### config.mk
export PLATFORM = sky130hd
export DESIGN_NAME = seq_alu_flat
export DESIGN_NICKNAME = d
export VERILOG_FILES = /design/src/rtl/seq_alu_pkg.sv /design/src/rtl/seq_alu_if.sv /design/src/rtl/seq_alu_muldiv_iter.sv /design/src/rtl/seq_alu.sv /design/src/flat_wrapper.sv
export SDC_FILE = /design/constraint.sdc
export NUM_CORES = 1
export LEC_CHECK = 0
export CAP_MARGIN = 5
export CELL_PAD_IN_SITES_DETAIL_PLACEMENT = 1
export CELL_PAD_IN_SITES_GLOBAL_PLACEMENT = 1
export CORE_AREA = 2 2 138 106
export CTS_BUF_LIST = sky130_fd_sc_hd__clkbuf_16
export CTS_CLUSTER_DIAMETER = 60
export CTS_CLUSTER_SIZE = 16
export DETAILED_ROUTE_END_ITERATION = 10
export DIE_AREA = 0 0 140 108
export PLACE_DENSITY = 0.8
export SYNTH_ARGS = -nofsm -noshare
export SYNTH_HDL_FRONTEND = slang
export SYNTH_HIERARCHICAL = 1
export SYNTH_SLANG_ARGS = --single-unit
### constraint.sdc
create_clock -name clk -period 4 [get_ports clk]
set_input_delay 0.6 -clock clk [delete_from_list [all_inputs] [get_ports clk]]
set_output_delay 0.6 -clock clk [all_outputs]
set_load 0.02 [all_outputs]
### src/rtl/seq_alu_pkg.sv
// Shared encodings for the sequential ALU: op codes for both modes and FSM states.
package alu_pkg;

   localparam logic [1:0] ADD  = 2'b00;
   localparam logic [1:0] SUB  = 2'b01;
   localparam logic [1:0] DIV  = 2'b10;
   localparam logic [1:0] MUL  = 2'b11;

   localparam logic [1:0] LAND = 2'b00;
   localparam logic [1:0] LOR  = 2'b01;
   localparam logic [1:0] LXOR = 2'b10;
   localparam logic [1:0] LNOT = 2'b11;

   typedef enum logic [1:0] {
      IDLE = 2'd0,
      BUSY = 2'd1,
      DONE = 2'd2
   } state_e;

endpackage

### src/rtl/seq_alu_if.sv
// Command/result bus of the sequential ALU: valid/ready on both the operand and result side.
interface seq_alu_if #(parameter int WIDTH = 8);

   logic             in_valid;
   logic             in_ready;
   logic             mode;
   logic [1:0]       op;
   logic [WIDTH-1:0] a;
   logic [WIDTH-1:0] b;
   logic             out_valid;
   logic             out_ready;
   logic [WIDTH-1:0] f;
   logic [WIDTH-1:0] f_hi;
   logic             zero;
   logic             carry;
   logic             ovf;
   logic             dz;

   modport master (
      output in_valid, mode, op, a, b, out_ready,
      input  in_ready, out_valid, f, f_hi, zero, carry, ovf, dz
   );

   modport slave (
      input  in_valid, mode, op, a, b, out_ready,
      output in_ready, out_valid, f, f_hi, zero, carry, ovf, dz
   );

endinterface

### src/rtl/seq_alu_muldiv_iter.sv
// Iterative unsigned engine: shift-add multiply or restoring divide, one bit per cycle for WIDTH cycles.
module alu_muldiv_iter #(
   parameter int WIDTH = 8
) (
   input  logic             clk,
   input  logic             rst,
   input  logic             start_i,
   input  logic             is_div_i,
   input  logic [WIDTH-1:0] a_i,
   input  logic [WIDTH-1:0] b_i,
   output logic             done_o,
   output logic [WIDTH-1:0] lo_o,
   output logic [WIDTH-1:0] hi_o
);

   localparam int CNT_W = $clog2(WIDTH) + 1;

   logic             run_q, div_q;
   logic [CNT_W-1:0] cnt_q;
   logic [WIDTH-1:0] lo_q, hi_q, opnd_q;
   logic [WIDTH-1:0] lo_d, hi_d;
   logic [WIDTH:0]   mul_sum;
   logic [WIDTH:0]   rem_sh;
   logic [WIDTH+1:0] rem_sub;

   // MUL: {hi,lo} starts as {0,b}, add a into hi on lo[0], shift right.
   // DIV: hi is the partial remainder, lo shifts dividend out and quotient in.
   always_comb begin
      lo_d    = lo_q;
      hi_d    = hi_q;
      mul_sum = {1'b0, hi_q} + (lo_q[0] ? {1'b0, opnd_q} : '0);
      rem_sh  = {hi_q, lo_q[WIDTH-1]};
      rem_sub = {1'b0, rem_sh} - {2'b00, opnd_q};
      if (div_q) begin
         if (!rem_sub[WIDTH+1]) begin
            hi_d = rem_sub[WIDTH-1:0];
            lo_d = {lo_q[WIDTH-2:0], 1'b1};
         end else begin
            hi_d = rem_sh[WIDTH-1:0];
            lo_d = {lo_q[WIDTH-2:0], 1'b0};
         end
      end else begin
         {hi_d, lo_d} = {mul_sum, lo_q[WIDTH-1:1]};
      end
   end

   always_ff @(posedge clk) begin
      if (rst) begin
         run_q  <= 1'b0;
         div_q  <= 1'b0;
         cnt_q  <= '0;
         lo_q   <= '0;
         hi_q   <= '0;
         opnd_q <= '0;
      end else if (start_i) begin
         run_q  <= 1'b1;
         div_q  <= is_div_i;
         cnt_q  <= '0;
         hi_q   <= '0;
         lo_q   <= is_div_i ? a_i : b_i;
         opnd_q <= is_div_i ? b_i : a_i;
      end else if (run_q) begin
         lo_q  <= lo_d;
         hi_q  <= hi_d;
         cnt_q <= cnt_q + 1'b1;
         if (done_o) run_q <= 1'b0;
      end
   end

   // Final step's result is exposed combinationally so the top can register it on the same edge.
   assign done_o = run_q && (cnt_q == CNT_W'(WIDTH - 1));
   assign lo_o   = lo_d;
   assign hi_o   = hi_d;

endmodule

### src/rtl/seq_alu.sv
// Handshaked unsigned ALU: single-cycle logic/ADD/SUB, WIDTH-cycle MUL/DIV, registered result and flags.
module seq_alu import alu_pkg::*; #(
   parameter int WIDTH = 8
) (
   input  logic      clk,
   input  logic      rst,
   seq_alu_if.slave  bus
);

   state_e           state_q, state_d;
   logic [WIDTH-1:0] f_q, f_d, fhi_q, fhi_d;
   logic             zero_q, zero_d, carry_q, carry_d, ovf_q, ovf_d, dz_q, dz_d;
   logic             mul_q, mul_d;
   logic             accept, start, eng_done;
   logic [WIDTH-1:0] eng_lo, eng_hi;
   logic [WIDTH:0]   sum;

   assign accept = bus.in_valid && (state_q == IDLE);
   assign sum    = {1'b0, bus.a} + {1'b0, bus.b};
   assign start  = accept && bus.mode &&
                   ((bus.op == MUL) || ((bus.op == DIV) && (bus.b != '0)));

   alu_muldiv_iter #(.WIDTH(WIDTH)) u_iter (
      .clk      (clk),
      .rst      (rst),
      .start_i  (start),
      .is_div_i (bus.op == DIV),
      .a_i      (bus.a),
      .b_i      (bus.b),
      .done_o   (eng_done),
      .lo_o     (eng_lo),
      .hi_o     (eng_hi)
   );

   always_comb begin
      state_d = state_q;
      f_d     = f_q;
      fhi_d   = fhi_q;
      zero_d  = zero_q;
      carry_d = carry_q;
      ovf_d   = ovf_q;
      dz_d    = dz_q;
      mul_d   = mul_q;
      case (state_q)
         IDLE: if (accept) begin
            fhi_d   = '0;
            carry_d = 1'b0;
            ovf_d   = 1'b0;
            dz_d    = 1'b0;
            state_d = DONE;
            if (!bus.mode) begin
               case (bus.op)
                  LAND: f_d = bus.a & bus.b;
                  LOR:  f_d = bus.a | bus.b;
                  LXOR: f_d = bus.a ^ bus.b;
                  LNOT: f_d = ~bus.a;
               endcase
            end else begin
               case (bus.op)
                  ADD: {carry_d, f_d} = sum;
                  SUB: begin
                     f_d     = bus.a - bus.b;
                     carry_d = bus.a < bus.b;
                  end
                  default: if (!start) begin
                     f_d   = '1;
                     fhi_d = bus.a;
                     dz_d  = 1'b1;
                  end else begin
                     state_d = BUSY;
                     mul_d   = (bus.op == MUL);
                  end
               endcase
            end
         end
         BUSY: if (eng_done) begin
            f_d     = eng_lo;
            fhi_d   = eng_hi;
            ovf_d   = mul_q && (eng_hi != '0);
            state_d = DONE;
         end
         DONE: if (bus.out_ready) state_d = IDLE;
         default: state_d = IDLE;
      endcase
      // zero only tracks a freshly produced result, so it stays 0 out of reset
      if ((state_d == DONE) && (state_q != DONE)) zero_d = (f_d == '0);
   end

   always_ff @(posedge clk) begin
      if (rst) begin
         state_q <= IDLE;
         f_q     <= '0;
         fhi_q   <= '0;
         zero_q  <= 1'b0;
         carry_q <= 1'b0;
         ovf_q   <= 1'b0;
         dz_q    <= 1'b0;
         mul_q   <= 1'b0;
      end else begin
         state_q <= state_d;
         f_q     <= f_d;
         fhi_q   <= fhi_d;
         zero_q  <= zero_d;
         carry_q <= carry_d;
         ovf_q   <= ovf_d;
         dz_q    <= dz_d;
         mul_q   <= mul_d;
      end
   end

   assign bus.in_ready  = (state_q == IDLE);
   assign bus.out_valid = (state_q == DONE);
   assign bus.f         = f_q;
   assign bus.f_hi      = fhi_q;
   assign bus.zero      = zero_q;
   assign bus.carry     = carry_q;
   assign bus.ovf       = ovf_q;
   assign bus.dz        = dz_q;

endmodule
### src/flat_wrapper.sv
// flat-port wrapper written by rule: the top's interface ports become plain ports
module seq_alu_flat import alu_pkg::*;
#(
   parameter int WIDTH = 8
)
  (clk, rst, bus_in_valid, bus_mode, bus_op, bus_a, bus_b, bus_out_ready, bus_in_ready, bus_out_valid, bus_f, bus_f_hi, bus_zero, bus_carry, bus_ovf, bus_dz);
  seq_alu_if #(.WIDTH(WIDTH)) bus_i ();
  input  logic clk;
  input  logic rst;
  input wire logic [$bits(bus_i.in_valid)-1:0] bus_in_valid;
  input wire logic [$bits(bus_i.mode)-1:0] bus_mode;
  input wire logic [$bits(bus_i.op)-1:0] bus_op;
  input wire logic [$bits(bus_i.a)-1:0] bus_a;
  input wire logic [$bits(bus_i.b)-1:0] bus_b;
  input wire logic [$bits(bus_i.out_ready)-1:0] bus_out_ready;
  output wire logic [$bits(bus_i.in_ready)-1:0] bus_in_ready;
  output wire logic [$bits(bus_i.out_valid)-1:0] bus_out_valid;
  output wire logic [$bits(bus_i.f)-1:0] bus_f;
  output wire logic [$bits(bus_i.f_hi)-1:0] bus_f_hi;
  output wire logic [$bits(bus_i.zero)-1:0] bus_zero;
  output wire logic [$bits(bus_i.carry)-1:0] bus_carry;
  output wire logic [$bits(bus_i.ovf)-1:0] bus_ovf;
  output wire logic [$bits(bus_i.dz)-1:0] bus_dz;
  assign bus_i.in_valid = bus_in_valid;
  assign bus_i.mode = bus_mode;
  assign bus_i.op = bus_op;
  assign bus_i.a = bus_a;
  assign bus_i.b = bus_b;
  assign bus_i.out_ready = bus_out_ready;
  assign bus_in_ready = bus_i.in_ready;
  assign bus_out_valid = bus_i.out_valid;
  assign bus_f = bus_i.f;
  assign bus_f_hi = bus_i.f_hi;
  assign bus_zero = bus_i.zero;
  assign bus_carry = bus_i.carry;
  assign bus_ovf = bus_i.ovf;
  assign bus_dz = bus_i.dz;
  seq_alu #(.WIDTH(WIDTH)) u_core (.clk(clk), .rst(rst), .bus(bus_i));
endmodule
==> flow_summary.toml <==
[layout]
n_antenna_cell = 0
drive_above_1_share_pct = 10.64
post_layout_cell_count = 842
area_growth_syn_to_layout_pct = 15.46
final_net_count = 735

[pwr]
power.static_leakage_nw = 2.321
max-vdd-ir-drop_mv = 0.1594
p_per_area_nw_per_um2 = 288.6

[timing]
timing_worst_slew_pin_value_ns = 0.8779
grt_setup_unrepaired = "no"
timing.final.crit_share_pct = 83.98
report.final.slew_viol_count = 0
maxSlewHeadroom_pct = 40.73
fmax_mhz = 297.7
setup_violations = 0
fin_crit_ns = 3.359
final.setup.tns_ns = 0
worst_clock_skew_ns = 0.008038
final_hold_viol_count = 0
finalHoldWorstSlack_ns = 0.4754

[global_route]
gr-total-overflow = 0
antenna_violations_before_repair = 0
grt_first_pass_wirelength_mm = 28.89
grt_max_degree = 37
first_global_vias = 5227
gr-usage-all-layers_pct = 24.27

[synth]
syn_nets = 700
synth_enable_flop_cells = 0
synth_top_cells_by_area = "sky130_fd_sc_hd__dfxtp_1 (21%), sky130_fd_sc_hd__ha_1 (10%), sky130_fd_sc_hd__nor2_1 (5.8%)"
synth_seq_cells = 53
synth_top_area_share_pct = 21.17
yosysTopAreaCell = "sky130_fd_sc_hd__dfxtp_1"
synth_cells = 631
syn_avg_cell_area_um2 = 7.941
yosys_warnings = 6
synthArstFlopShare_pct = 0
yosysSeqAreaShare_pct = 21.17
synthDistinctLibCells = 88
postSynth.topFlopCell = "sky130_fd_sc_hd__dfxtp_1"
synthesis.area_um2 = 5011

[min_path]
holdCritPathClass = "reg2reg"
worstHoldStart = "u_core/mul_q"

[floorplan]
io_pins = 45
fp.dieH_um = 108
dieWidth_um = 140
floorplan.initialDensity_pct = 36.69
placeableCoreArea_um2 = 13660
die-area_um2 = 15120
core.rowCount = 37

[setup_path]
timing.critical_path.slowest_cell_delay_ns = 0.71
worst_path_most_repeated_cell = "sky130_fd_sc_hd__inv_1"
worst_setup_path_start_kind = "primary input"
critical_path_peak_fanout = 8
timing.critical_path.max_delay_family = "compound AO/OA/AOI/OAI gates"
cp-startpoint = "bus_a[3]"
worstSetupEndpointType = "flip-flop"
worst_r2r_startpoint = "u_core/u_iter/lo_q[0]"
crit_slowest_cell = "sky130_fd_sc_hd__clkdlybuf4s50_1"
required_ns = 4.25
cp_num_buf_inv = 3
flop_to_flop_setup_slack_ns = 0.78
cell_by_cell_trace_of_the_critical_path = "clkdlybuf4s50_1 > inv_1 > ha_1 > inv_1 > nor3_1 > o41ai_1 > mux2i_1 > nand2_1 > a32oi_1 > a31o_1"
cp_data_arrival_time_ns = 3.61
worstSetupPathType = "in2reg"

[placement]
port-buffer-count = 44
dpl.cell_count = 834
place_congestion = 0.9711
final_hpwl_from_detailed_placement_mm = 14.54

[route]
remaining_drc_errors = 8
routed_via_density = 6.113
detail_route.wl_per_cell_um = 21.71
detail_route.wirelength_mm = 18.28
antenna_violating_nets_post_route = 0
initialDrtViolationCount = 530
total_iterations_of_the_first_detailed_routing_run = 9
vias = 5147

[cts]
cts-root-to-sink-buffers = 2
number_of_clock_sinks = 53
postCtsSetupBuffers = 0
cts-resized-gates = 0
cts.clk_slew.worst_paths_ns = 0.08
cts_inserted_buffers = 5
cts_hold_buf = 0
tritoncts = "yes"
insertion_delay_ns = 0.30
clock-root-buffer = "sky130_fd_sc_hd__clkbuf_16"
clock_tree.htree_level_count = 2

[status]
failed_checks = "DRC"
outcome = "finished, violations left"

[flow_run]
maxCapViolations = 0
## worst register-to-register path, cell delays in order (launching register included)
cell                        delay [ns]
sky130_fd_sc_hd__dfxtp_1          0.53
sky130_fd_sc_hd__and2_1           0.19
sky130_fd_sc_hd__ha_1             0.19
sky130_fd_sc_hd__inv_1            0.07
sky130_fd_sc_hd__fa_1             0.42
sky130_fd_sc_hd__nor2b_1          0.18
sky130_fd_sc_hd__o2111ai_1        0.14
sky130_fd_sc_hd__nand4_1          0.17
sky130_fd_sc_hd__nor4_1           0.08
sky130_fd_sc_hd__a2111oi_2        0.63
sky130_fd_sc_hd__nor4_1           0.20
sky130_fd_sc_hd__nand2_1          0.11
sky130_fd_sc_hd__nand4_1          0.09
sky130_fd_sc_hd__a21oi_1          0.16
## metal layers
layer | share of wire [%] | wire, um | vias up | global-route usage (%)
met2 | 42 | 7757 | 197 | 37.68
li1 | - | - | 2373 | -
met5 | 0 | 0 | - | 0
met1 | 49 | 8952 | 2548 | 35.66
met4 | 1.5 | 266 | 0 | 4.834
met3 | 7.1 | 1302 | 29 | 3.986
## Yosys cell counts (13+ instances only)
cell and number:
sky130_fd_sc_hd__clkbuf_1 19, sky130_fd_sc_hd__nand2_1 37, sky130_fd_sc_hd__inv_1 47, sky130_fd_sc_hd__mux2i_1 23
sky130_fd_sc_hd__a211oi_1 15, sky130_fd_sc_hd__dfxtp_1 53, sky130_fd_sc_hd__nor2b_1 15, sky130_fd_sc_hd__ha_1 42
sky130_fd_sc_hd__o21ai_0 31, sky130_fd_sc_hd__mux2_2 13, sky130_fd_sc_hd__nor3_1 21, sky130_fd_sc_hd__a21oi_1 35
sky130_fd_sc_hd__nor2_1 77
## cells by family after synthesis
| kind of cell | Yosys count | synth area share, % |
|---|---|---|
| compound gates | 179 | 25.74 |
| fa+ha+maj | 46 | 12.08 |
| mux | 42 | 10.06 |
| simple gates | 212 | 21.45 |
| xor+xnor | 13 | 2.272 |
| flops | 53 | 21.17 |
| buf+inv | 86 | 7.216 |
## cells in the final DEF, fill, tap and decap left out, types with 7 or more instances in the layout
cell / synthesis / final
sky130_fd_sc_hd__a211oi_1: 15 / 15
sky130_fd_sc_hd__a21oi_1: 35 / 35
sky130_fd_sc_hd__a222oi_1: 8 / 8
sky130_fd_sc_hd__a31oi_1: 8 / 8
sky130_fd_sc_hd__and2_1: 7 / 7
sky130_fd_sc_hd__buf_4: 3 / 19
sky130_fd_sc_hd__clkdlybuf4s50_1: 0 / 44
sky130_fd_sc_hd__dfxtp_1: 53 / 53
sky130_fd_sc_hd__ha_1: 42 / 42
sky130_fd_sc_hd__inv_1: 47 / 47
sky130_fd_sc_hd__mux2_2: 13 / 13
sky130_fd_sc_hd__mux2i_1: 23 / 23
sky130_fd_sc_hd__nand2_1: 37 / 37
sky130_fd_sc_hd__nor2_1: 77 / 77
sky130_fd_sc_hd__nor2b_1: 15 / 15
sky130_fd_sc_hd__nor3_1: 21 / 21
sky130_fd_sc_hd__nor4_1: 8 / 8
sky130_fd_sc_hd__o21ai_0: 31 / 31
sky130_fd_sc_hd__xor2_1: 8 / 8
## report_power, final
part	switching [mW]	internal, mW
sequential	0.0371	0.559
clock	0.211	0.231
combinational	0.377	0.255
## final cells by class
class / count / area, um2
clock buffer: 5 / 125.1
clock inverter: 3 / 17.52
fill: 1642 / 7871
inverter: 51 / 191.4
multi-input combinational: 492 / 3588
sequential: 53 / 1061
tap: 175 / 219.0
timing repair buffer: 63 / 583.1
## flip-flops by register name, summed over array words and instances (netlist names), 2 cells and up
signal / flops
u_core/state_q: 2
u_core/u_iter/hi_q: 8
u_core/bus.f_hi: 8
u_core/u_iter/opnd_q: 8
u_core/u_iter/cnt_q: 4
u_core/u_iter/lo_q: 8
u_core/bus.f: 8
## worst paths after layout
check             cells after the start         endpoint
setup / recovery                     10  u_core/bus.zero
setup reg to reg                     13   u_core/bus.ovf
hold reg to reg                       2     u_core/mul_q
hold / removal                        2     u_core/mul_q
## metrics by stage
step                power, mW  area [um2]  worst slack [ns]  util, %
global placement        1.199        5643            0.5378    41.32
global route            1.748        5786            0.5687    42.36
CTS                     1.665        5786            0.8000    42.36
finish                  1.670        5786            0.6408    42.36
floorplan               1.002        5011             1.162        -
detailed placement      1.224        5643            0.4917    41.32
(Power assumes the default switching activity.)
